File: src/rtl/serial_cmd_sequencer.sv
// serial_cmd_sequencer
//
// Turns the UART receive byte stream into configuration write transactions
// for the multi-channel serial-output array. One single-cycle write strobe
// is issued per complete, valid packet. Malformed packets and unknown
// opcodes raise a one-cycle error strobe.
//
// Optional feature macro: CMD_TIMEOUT_EN
//   When defined, an inter-byte idle counter aborts a partial packet after
//   TIMEOUT_CYCLES clocks without a byte and pulses err_o.
//
// Ports:
//   clk            in   system clock, rising edge
//   rst_n          in   asynchronous reset, active-high
//   data_i         in   received byte, valid with rx_done_tick_i
//   rx_done_tick_i in   one-cycle byte-valid strobe
//   wr_en_o        out  one-cycle write strobe
//   wr_type_o      out  1=DATA 2=CTRL 3=FREQ 4=PERIOD 5=REPEAT 6=GLOBAL
//   wr_addr_o      out  channel index (0 for FREQ/PERIOD/GLOBAL)
//   wr_data_o      out  write payload, zero-extended
//   global_stop_o  out  registered global stop bit
//   busy_o         out  high while a packet is in progress
//   err_o          out  one-cycle error strobe

module serial_cmd_sequencer #(
    parameter int         DATA_BIT       = 32,
    parameter int         OUTPUT_NUM     = 16,
    parameter int         TIMEOUT_CYCLES = 100000,
    parameter logic [7:0] OP_DATA        = 8'h01,
    parameter logic [7:0] OP_CTRL        = 8'h02,
    parameter logic [7:0] OP_FREQ        = 8'h03,
    parameter logic [7:0] OP_PERIOD      = 8'h04,
    parameter logic [7:0] OP_REPEAT      = 8'h05,
    parameter logic [7:0] OP_GLOBAL      = 8'h06
) (
    input  logic                clk,
    input  logic                rst_n,
    input  logic [7:0]          data_i,
    input  logic                rx_done_tick_i,
    output logic                wr_en_o,
    output logic [2:0]          wr_type_o,
    output logic [7:0]          wr_addr_o,
    output logic [DATA_BIT-1:0] wr_data_o,
    output logic                global_stop_o,
    output logic                busy_o,
    output logic                err_o
);

    localparam int NBYTES = DATA_BIT / 8;

    localparam logic [2:0] TY_NONE   = 3'd0;
    localparam logic [2:0] TY_DATA   = 3'd1;
    localparam logic [2:0] TY_CTRL   = 3'd2;
    localparam logic [2:0] TY_FREQ   = 3'd3;
    localparam logic [2:0] TY_PERIOD = 3'd4;
    localparam logic [2:0] TY_REPEAT = 3'd5;
    localparam logic [2:0] TY_GLOBAL = 3'd6;

    // Elaboration-time parameter legality checks.
    if (DATA_BIT < 8 || DATA_BIT > 64 || (DATA_BIT % 8) != 0) begin : g_bad_data_bit
        $error("serial_cmd_sequencer: DATA_BIT must be a multiple of 8 in 8..64");
    end
    if (OUTPUT_NUM < 1 || OUTPUT_NUM > 256) begin : g_bad_output_num
        $error("serial_cmd_sequencer: OUTPUT_NUM must be in 1..256");
    end
    if (TIMEOUT_CYCLES < 1) begin : g_bad_timeout
        $error("serial_cmd_sequencer: TIMEOUT_CYCLES must be at least 1");
    end

    typedef enum logic [2:0] {
        IDLE,
        CHAN,
        AMOUNT,
        PAYLOAD,
        PARAM,
        COMMIT
    } state_t;

    state_t              state;
    logic [2:0]          op;
    logic [7:0]          ch;
    logic [7:0]          amount;
    logic [7:0]          idx;
    logic [7:0]          slow;
    logic                bad;
    logic [DATA_BIT-1:0] payload;
    logic [DATA_BIT-1:0] payload_next;
    logic [2:0]          opcode_type;
    logic                ch_bad;
    logic                amount_bad;
    logic                expired;

    function automatic logic [2:0] decode(input logic [7:0] b);
        if (b == OP_DATA)   return TY_DATA;
        if (b == OP_CTRL)   return TY_CTRL;
        if (b == OP_FREQ)   return TY_FREQ;
        if (b == OP_PERIOD) return TY_PERIOD;
        if (b == OP_REPEAT) return TY_REPEAT;
        if (b == OP_GLOBAL) return TY_GLOBAL;
        return TY_NONE;
    endfunction

    assign opcode_type = decode(data_i);
    // 9-bit compare so OUTPUT_NUM = 256 still works.
    assign ch_bad      = ({1'b0, data_i} >= 9'(OUTPUT_NUM));
    assign amount_bad  = (data_i >= 8'(NBYTES));
    assign busy_o      = (state != IDLE);

    // Payload with the current byte merged in, so the final byte can be
    // committed in the same edge that samples it. Bytes past the register
    // width fall through the loop and are discarded.
    always_comb begin
        payload_next = payload;
        for (int i = 0; i < NBYTES; i++) begin
            if (idx == 8'(i)) begin
                payload_next[8*i +: 8] = data_i;
            end
        end
    end

`ifdef CMD_TIMEOUT_EN
    logic [31:0] idle_cnt;

    // Idle counter runs only while waiting for bytes inside a packet.
    always_ff @(posedge clk or posedge rst_n) begin
        if (rst_n) begin
            idle_cnt <= 32'd0;
        end else if (rx_done_tick_i || state == IDLE || state == COMMIT || expired) begin
            idle_cnt <= 32'd0;
        end else begin
            idle_cnt <= idle_cnt + 32'd1;
        end
    end

    // A byte arriving in the expiry cycle wins over the timeout.
    assign expired = (state != IDLE) && (state != COMMIT) && !rx_done_tick_i &&
                     (idle_cnt == 32'(TIMEOUT_CYCLES - 1));
`else
    assign expired = 1'b0;
`endif

    // Packet parser. COMMIT shares the IDLE opcode handling so that a byte
    // arriving during the commit cycle is taken as the next opcode.
    always_ff @(posedge clk or posedge rst_n) begin
        if (rst_n) begin
            state         <= IDLE;
            op            <= TY_NONE;
            ch            <= 8'd0;
            amount        <= 8'd0;
            idx           <= 8'd0;
            slow          <= 8'd0;
            bad           <= 1'b0;
            payload       <= '0;
            wr_en_o       <= 1'b0;
            wr_type_o     <= 3'd0;
            wr_addr_o     <= 8'd0;
            wr_data_o     <= '0;
            global_stop_o <= 1'b0;
            err_o         <= 1'b0;
        end else begin
            wr_en_o <= 1'b0;
            err_o   <= 1'b0;
            if (expired) begin
                state <= IDLE;
                err_o <= 1'b1;
            end else begin
                case (state)
                    IDLE, COMMIT: begin
                        state <= IDLE;
                        if (rx_done_tick_i) begin
                            op  <= opcode_type;
                            bad <= 1'b0;
                            idx <= 8'd0;
                            case (opcode_type)
                                TY_DATA, TY_CTRL, TY_REPEAT: state <= CHAN;
                                TY_FREQ:                     state <= AMOUNT;
                                TY_PERIOD, TY_GLOBAL:        state <= PARAM;
                                default:                     err_o <= 1'b1;
                            endcase
                        end
                    end
                    CHAN: begin
                        if (rx_done_tick_i) begin
                            ch    <= data_i;
                            bad   <= ch_bad;
                            state <= (op == TY_DATA) ? AMOUNT : PARAM;
                        end
                    end
                    AMOUNT: begin
                        if (rx_done_tick_i) begin
                            amount  <= data_i;
                            bad     <= bad | amount_bad;
                            payload <= '0;
                            idx     <= 8'd0;
                            state   <= PAYLOAD;
                        end
                    end
                    PAYLOAD: begin
                        if (rx_done_tick_i) begin
                            payload <= payload_next;
                            idx     <= idx + 8'd1;
                            // idx == amount marks byte N, the last of N+1.
                            if (idx == amount) begin
                                state <= COMMIT;
                                if (bad) begin
                                    err_o <= 1'b1;
                                end else begin
                                    wr_en_o   <= 1'b1;
                                    wr_type_o <= op;
                                    wr_addr_o <= (op == TY_DATA) ? ch : 8'd0;
                                    wr_data_o <= payload_next;
                                end
                            end
                        end
                    end
                    PARAM: begin
                        if (rx_done_tick_i) begin
                            if (op == TY_PERIOD && idx == 8'd0) begin
                                slow <= data_i;
                                idx  <= 8'd1;
                            end else begin
                                state <= COMMIT;
                                if (bad) begin
                                    err_o <= 1'b1;
                                end else begin
                                    wr_en_o   <= 1'b1;
                                    wr_type_o <= op;
                                    wr_addr_o <= (op == TY_CTRL || op == TY_REPEAT) ? ch : 8'd0;
                                    if (op == TY_PERIOD) begin
                                        wr_data_o <= DATA_BIT'({slow, data_i});
                                    end else begin
                                        wr_data_o <= DATA_BIT'(data_i);
                                    end
                                    if (op == TY_GLOBAL) begin
                                        global_stop_o <= data_i[0];
                                    end
                                end
                            end
                        end
                    end
                    default: begin
                        state <= IDLE;
                    end
                endcase
            end
        end
    end

endmodule

File: config.mk
export PLATFORM = sky130hd
export DESIGN_NAME = serial_cmd_sequencer
export DESIGN_NICKNAME = d
export VERILOG_FILES = /design/src/rtl/serial_cmd_sequencer.sv
export SDC_FILE = /design/constraint.sdc
export NUM_CORES = 1
export LEC_CHECK = 0
export CAP_MARGIN = 25
export CORE_MARGIN = 2
export CORE_UTILIZATION = 60
export CTS_CLUSTER_DIAMETER = 30
export DETAILED_ROUTE_END_ITERATION = 10
export PLACE_DENSITY = 0.83
export SLEW_MARGIN = 25
export SYNTH_ARGS = -nofsm -noshare
export SYNTH_HDL_FRONTEND = slang
export SYNTH_SLANG_ARGS = --single-unit
File: constraint.sdc
create_clock -name clk -period 10 [get_ports clk]
set_input_delay 3 -clock clk [delete_from_list [all_inputs] [get_ports clk]]
set_output_delay 3 -clock clk [all_outputs]
set_load 0.02 [all_outputs]
==> flow_summary.toml, run 1 <==
[clocking]
h-tree-depth = 4
cts_sinks = 117
root_buffer = "clkbuf_8"
tritoncts = "done"
cts_buffers = 17
post_cts_resize_count = 0
holdBufCountCts = 0
clkTransAtPathRegs_ns = 0.06
clk_path_buf_depth = 2
worstSkewPairLatency_ns = 0.51
cts_setup_buffers = 0

[sta]
finalSetupTns_ns = 0
holdWs_ns = 0.504
rsz0062_at_grt = "false"
slew_headroom_pct = 31.8
timing.fmax_mhz = 187
final_max_slew_viol_count = 0
clock_skew_ns = 0.00759
fin_crit_ns = 5.34
period_share_pct = 53.4
finalHoldViolations = 0
worst_pin_slew_ns = 1.02
setup_violations = 0

[yosys]
synthTopCellsByArea = "dfrtp_1 51%, mux2_4 8.1%, mux2_2 7.2%"
synth.distinct_cells = 56
async_reset_ff_share_pct = 100
synth-edff-count = 0
synth_nets = 493
yosysSeqAreaShare_pct = 50.7
netlist.area_leader.share_pct = 50.7
syn_area_sq_mm = 0.00577
yosys_warnings = 0
syn_avg_cell_area_sq_um = 12.1
syn_inst = 478
synth_area_leader_cell = "dfrtp_1"
synth_seq_cells = 117
synth_ff_type = "dfrtp_1"

[die]
start_util_pct = 62.2
die_area_sq_mm = 0.0104
die_y_um = 102
core_region_area_sq_mm = 0.00928
io_pins = 58
fp.dieW_um = 102
rows = 35

[critical_path]
critPathKind = "primary input to flop"
end_kind = "flop"
crit_required_ns = 10.40
arrival_ns = 5.73
startpoint_type = "primary input"
cp_max_fo = 24

[place]
gp_congestion = 0.855
place_area_sq_mm = 0.00629
place_hpwl_um = 8320
port-buffer-count = 57

[power_and_ir_drop]
intPower_w = 0.00112
switching_power_w = 0.000551
p_leak_nw = 3.23
power_w = 0.00168
cellPowerDensity_mw_per_mm2 = 245
seq_power_share_pct = 37.0
combPwrFrac_pct = 28.8
vdd.ir_drop.worst_mv = 0.174
clockPowerShare_pct = 34.1
switching_share_pct = 32.9

[global_route]
grt_usage_pct = 27.6
grt_pass1_wl_um = 21600
grt_max_degree = 78
antenna_found_initial = 0
overflow = 0
grt_pass1_vias = 4131

[route]
num_vias = 4041
highest_layer = "met4"
finalWirelength_um = 13400
viasPerCell = 6.08
wl_per_cell_um = 20.2
wl_met1_um = 5840
dr.pass1.iters = 4
drc = 0
drt_iter0_drc = 354
postRouteAntennaNets = 0
wl_met2_um = 6690
routed-wl-met3_um = 697

[run]
maxCapViolCount = 0

[layout]
nets = 538
final_area_sq_mm = 0.00685
drive_gt1_share_pct = 21.6
syn_to_final_growth_pct = 18.7
diodes = 0

[min_path]
hp-class = "flop to flop"

[run_status]
outcome = "finished, final reports clean"
==> flip-flops by register name, summed over array words and instances (netlist names) <==
signal / flops
amount: 8
bad: 1
ch: 8
err_o: 1
global_stop_o: 1
idx: 8
op: 3
payload: 32
slow: 8
state: 3
wr_addr_o: 8
wr_data_o: 32
wr_en_o: 1
wr_type_o: 3
==> per-stage QoR <==
| step | instances | util [%] | worst slack (ns) |
|---|---|---|---|
| 5_1_grt | 665 | 73.8 | 4.56 |
| 6_report | 665 | 73.8 | 4.66 |
| 2_1_floorplan | 478 | - | 3.90 |
| 3_3_place_gp | 633 | 67.7 | 4.27 |
| 3_5_place_dp | 633 | 67.7 | 4.18 |
| 4_1_cts | 665 | 73.8 | 4.72 |
==> synth_stat cells (2+ instances only) <==
cell type / number
a22o_1: 34
nor3b_1: 3
nand3_1: 5
o21ai_0: 26
nand2b_1: 2
inv_1: 15
nor2_1: 36
nor3_1: 2
a32o_1: 2
clkbuf_1: 23
buf_4: 2
a31oi_1: 3
a21o_1: 4
mux2i_1: 34
dfrtp_1: 117
mux2_4: 31
and3_1: 8
or3b_2: 3
buf_2: 3
ha_1: 4
mux2_2: 37
nand2_1: 30
buf_12: 4
a21oi_1: 4
xnor2_1: 9
nor2b_1: 2
nand4_1: 6
==> final cells by class <==
class / count / area, sq um
multi-input cells: 311 / 2540
clock inverters: 14 / 143
repair buffers: 61 / 604
fillers: 631 / 2430
well taps: 129 / 161
flip-flops and latches: 117 / 2930
clock buffers: 18 / 418
inverters: 15 / 58.8
==> routing by layer <==
layer	up-vias	global-route usage (%)
met5	-	0
met4	0	10.2
met3	25	4.92
met2	143	45.3
met1	2066	37.1
li1	1807	-
==> worst max-delay path, cell delays in order <==
cell,delay (ns)
clkdlybuf4s50_1,0.59
inv_1,0.13
nor2_2,0.37
a31o_2,0.73
buf_4,0.49
mux2_2,0.38
==> logic make-up after synthesis <==
kind of cell	share of synthesized area, %
flops	50.7
simple gates	9.41
mux	21.2
compound gates	10.9
buf+inv	5.38
xor+xnor	1.52
fa+ha+maj	0.867
==> cells in the final DEF (no fill, tap or decap), drive strengths merged, types with 2 or more instances in the layout <==
master	instances
or3b	3
and2	2
a21o	5
nor3b	3
mux2	68
clkinv	3
a21oi	5
mux2i	34
o21ai	27
inv	22
ha	4
a31oi	3
and3	8
a22o	34
nand4	7
clkinvlp	3
nor2b	2
nand3	5
xnor2	9
a32o	2
nand2b	2
clkdlybuf4s50	57
nor2	37
nor3	2
buf	4
clkbuf	18
nand2	30
dfrtp	117
==> power groups by stage <==
stage	registers [W]	logic (W)	clock network, W
after CTS	0.000619	0.000483	0.000577
after detailed placement	0.000625	0.000477	0
final	0.000620	0.000483	0.000572
after floorplan	0.000643	0.000336	0
after global routing	0.000631	0.000517	0.000598
after global placement	0.000622	0.000467	0
==> final timing paths <==
| path | from | to | slack [ns] | depth (start not counted) |
|---|---|---|---|---|
| setup / recovery | rx_done_tick_i | wr_data_o[0] | 4.66 | 6 |
| hold / removal | payload[1] | payload[1] | 0.50 | 1 |
| setup reg to reg | state[1] | wr_data_o[0] | 6.45 | 6 |
| hold reg to reg | payload[1] | payload[1] | 0.50 | 1 |
| max in group asynchronous | rst_n | amount[0] | 6.06 | 3 |
| min in group asynchronous | rst_n | wr_data_o[22] | 2.88 | 2 |
No activity file was read; power rests on OpenSTA's default activity.
==> inputs of run 2 (changes only) <==
CORE_UTILIZATION = 57   (was 60)
PLACE_DENSITY = 0.8   (was 0.83)
clock period = 5.1 ns   (was 10 ns; I/O delays follow)
==> run 2 against run 1 <==
Compared with the run above: via count hardly changed; clock skew increased by 0.00081 ns; worst setup slack got worse by 3.2 ns; combinational power grew 98%; critical path depth is 3 lower; sequential power increased by 95%; global-route usage decreased by 1.2 points; total power is 98% higher; clock-buffer cell count stayed put; sequential cell count stayed put; first-iteration DRC count down 16%; highest routed layer unchanged.
==> flow_summary.toml, run 2 (same netlist as run 1, synthesis figures left out) <==
[critical_path]
r2r_cells = 6
arrival_ns = 2.14
startpoint_type = "flop"
rr_endpoint = "wr_data_o[29]"
cp_max_fo = 17
critPathKind = "flop to output port"
reg2reg_slack_ns = 2.13
end_kind = "output port"
reg2reg_from = "state[1]"
crit_path_start = "state[0]"
crit_required_ns = 3.57

[layout]
syn_to_final_growth_pct = 20.1
nets = 545
postLayoutCoreUtil_pct = 70.6
layout_common_cells = "117 x dfrtp_1, 57 x clkdlybuf4s50_1, 37 x mux2_2, 36 x nor2_1"
top_regs = "payload (32), wr_data_o (32)"
final_common_cell = "dfrtp_1"
diodes = 0
drive_gt1_share_pct = 22.7

[power_and_ir_drop]
cellPowerDensity_mw_per_mm2 = 478
power_w = 0.00332
vdd.ir_drop.worst_mv = 0.299
p_leak_nw = 3.27

[clocking]
cts_buffers = 17
holdBufCountCts = 0
cts_sinks = 117
clk_path_buf_depth = 2
clkTransAtPathRegs_ns = 0.06
h-tree-depth = 4
tritoncts = "done"
root_buffer = "clkbuf_8"
worstSkewPairLatency_ns = 0.53
post_cts_resize_count = 0
cts_setup_buffers = 0

[min_path]
hold_end = "payload[2]"
hp-start = "payload[2]"
hold_path_depth = 1
hp-class = "flop to flop"

[sta]
final_max_slew_viol_count = 0
finalSetupTns_ns = 0
setup_violations = 0
period_share_pct = 72.0
slew_headroom_pct = 41.8
worst_pin_slew_ns = 0.870
clock_skew_ns = 0.00840
rsz0062_at_grt = "false"
finalHoldViolations = 0
fin_crit_ns = 3.67
timing.fmax_mhz = 272

[route]
dr.pass1.iters = 5
viasPerCell = 5.98
wl_per_cell_um = 20.0
drc = 0
finalWirelength_um = 13500
num_vias = 4045
postRouteAntennaNets = 0
drt_iter0_drc = 296

[place]
gp_congestion = 0.859
port-buffer-count = 57
place_hpwl_um = 8340

[die]
fp.dieW_um = 105
io_pins = 58
die_y_um = 105
core_region_area_sq_mm = 0.00982
start_util_pct = 58.8
rows = 36
die_area_sq_mm = 0.0109

[global_route]
grt_pass1_vias = 4081
grt_max_degree = 65
grt_pass1_wl_um = 22300
overflow = 0
grt_usage_pct = 26.4
antenna_found_initial = 0

[run_status]
outcome = "finished, final reports clean"

[run]
maxCapViolCount = 0
==> run 2: changes by cell type in the layout (fill, tap and decap cells not counted), sizes merged <==
cell	before	now
buf	4	11
bufinv	1	2
clkinv	3	7
inv	22	17
==> run 2: worst max path at each step <==
| stage | to | slack [ns] | cells past startpoint |
|---|---|---|---|
| after floorplan | amount[0] | 0.47 | 1 |
| after global placement | wr_data_o[30] | 1.32 | 6 |
| after detailed placement | wr_data_o[29] | 1.24 | 6 |
| after CTS | busy_o | 1.42 | 3 |
| after global routing | busy_o | 1.32 | 3 |
| final | busy_o | 1.43 | 3 |
==> run 2: cell type report <==
cell class / instances / area, sq um
clock buffer: 18 / 418
clock inverter: 14 / 154
fill: 715 / 2890
inverter: 15 / 58.8
multi-input combinational: 311 / 2540
sequential: 117 / 2930
tap: 133 / 166
timing repair buffer: 68 / 666
==> run 2: worst max-delay path: stages, from the launching register on <==
cell and delay, ns:
dfrtp_1 0.73, nor2_1 0.18, nand2_1 0.11, clkdlybuf4s50_1 0.60
==> run 2: per-stage QoR <==
| stage | cells | hold WS [ns] | area (sq um) | setup WS (ns) |
|---|---|---|---|---|
| global placement | 644 | 0.477 | 6360 | 1.32 |
| CTS | 676 | 0.502 | 6930 | 1.42 |
| global route | 676 | 0.509 | 6930 | 1.32 |
| finish | 676 | 0.501 | 6930 | 1.43 |
| detailed placement | 644 | 0.483 | 6360 | 1.24 |
| floorplan | 478 | 0.461 | 5770 | 0.469 |
==> run 2: layer usage <==
metal,GRT usage (%),vias up,wire [um]
li1,-,1823,-
met1,34.5,2045,5850
met2,42.1,152,6590
met3,6.99,25,808
met4,10.3,0,252
met5,0,-,0
==> run 2: power breakdown <==
part / total (W) / switching (W) / internal (W)
Sequential: 0.00121 / 0.000131 / 0.00108
Combinational: 0.000955 / 0.000485 / 0.000470
Clock: 0.00115 / 0.000448 / 0.000698
Total: 0.00332 / 0.00106 / 0.00225
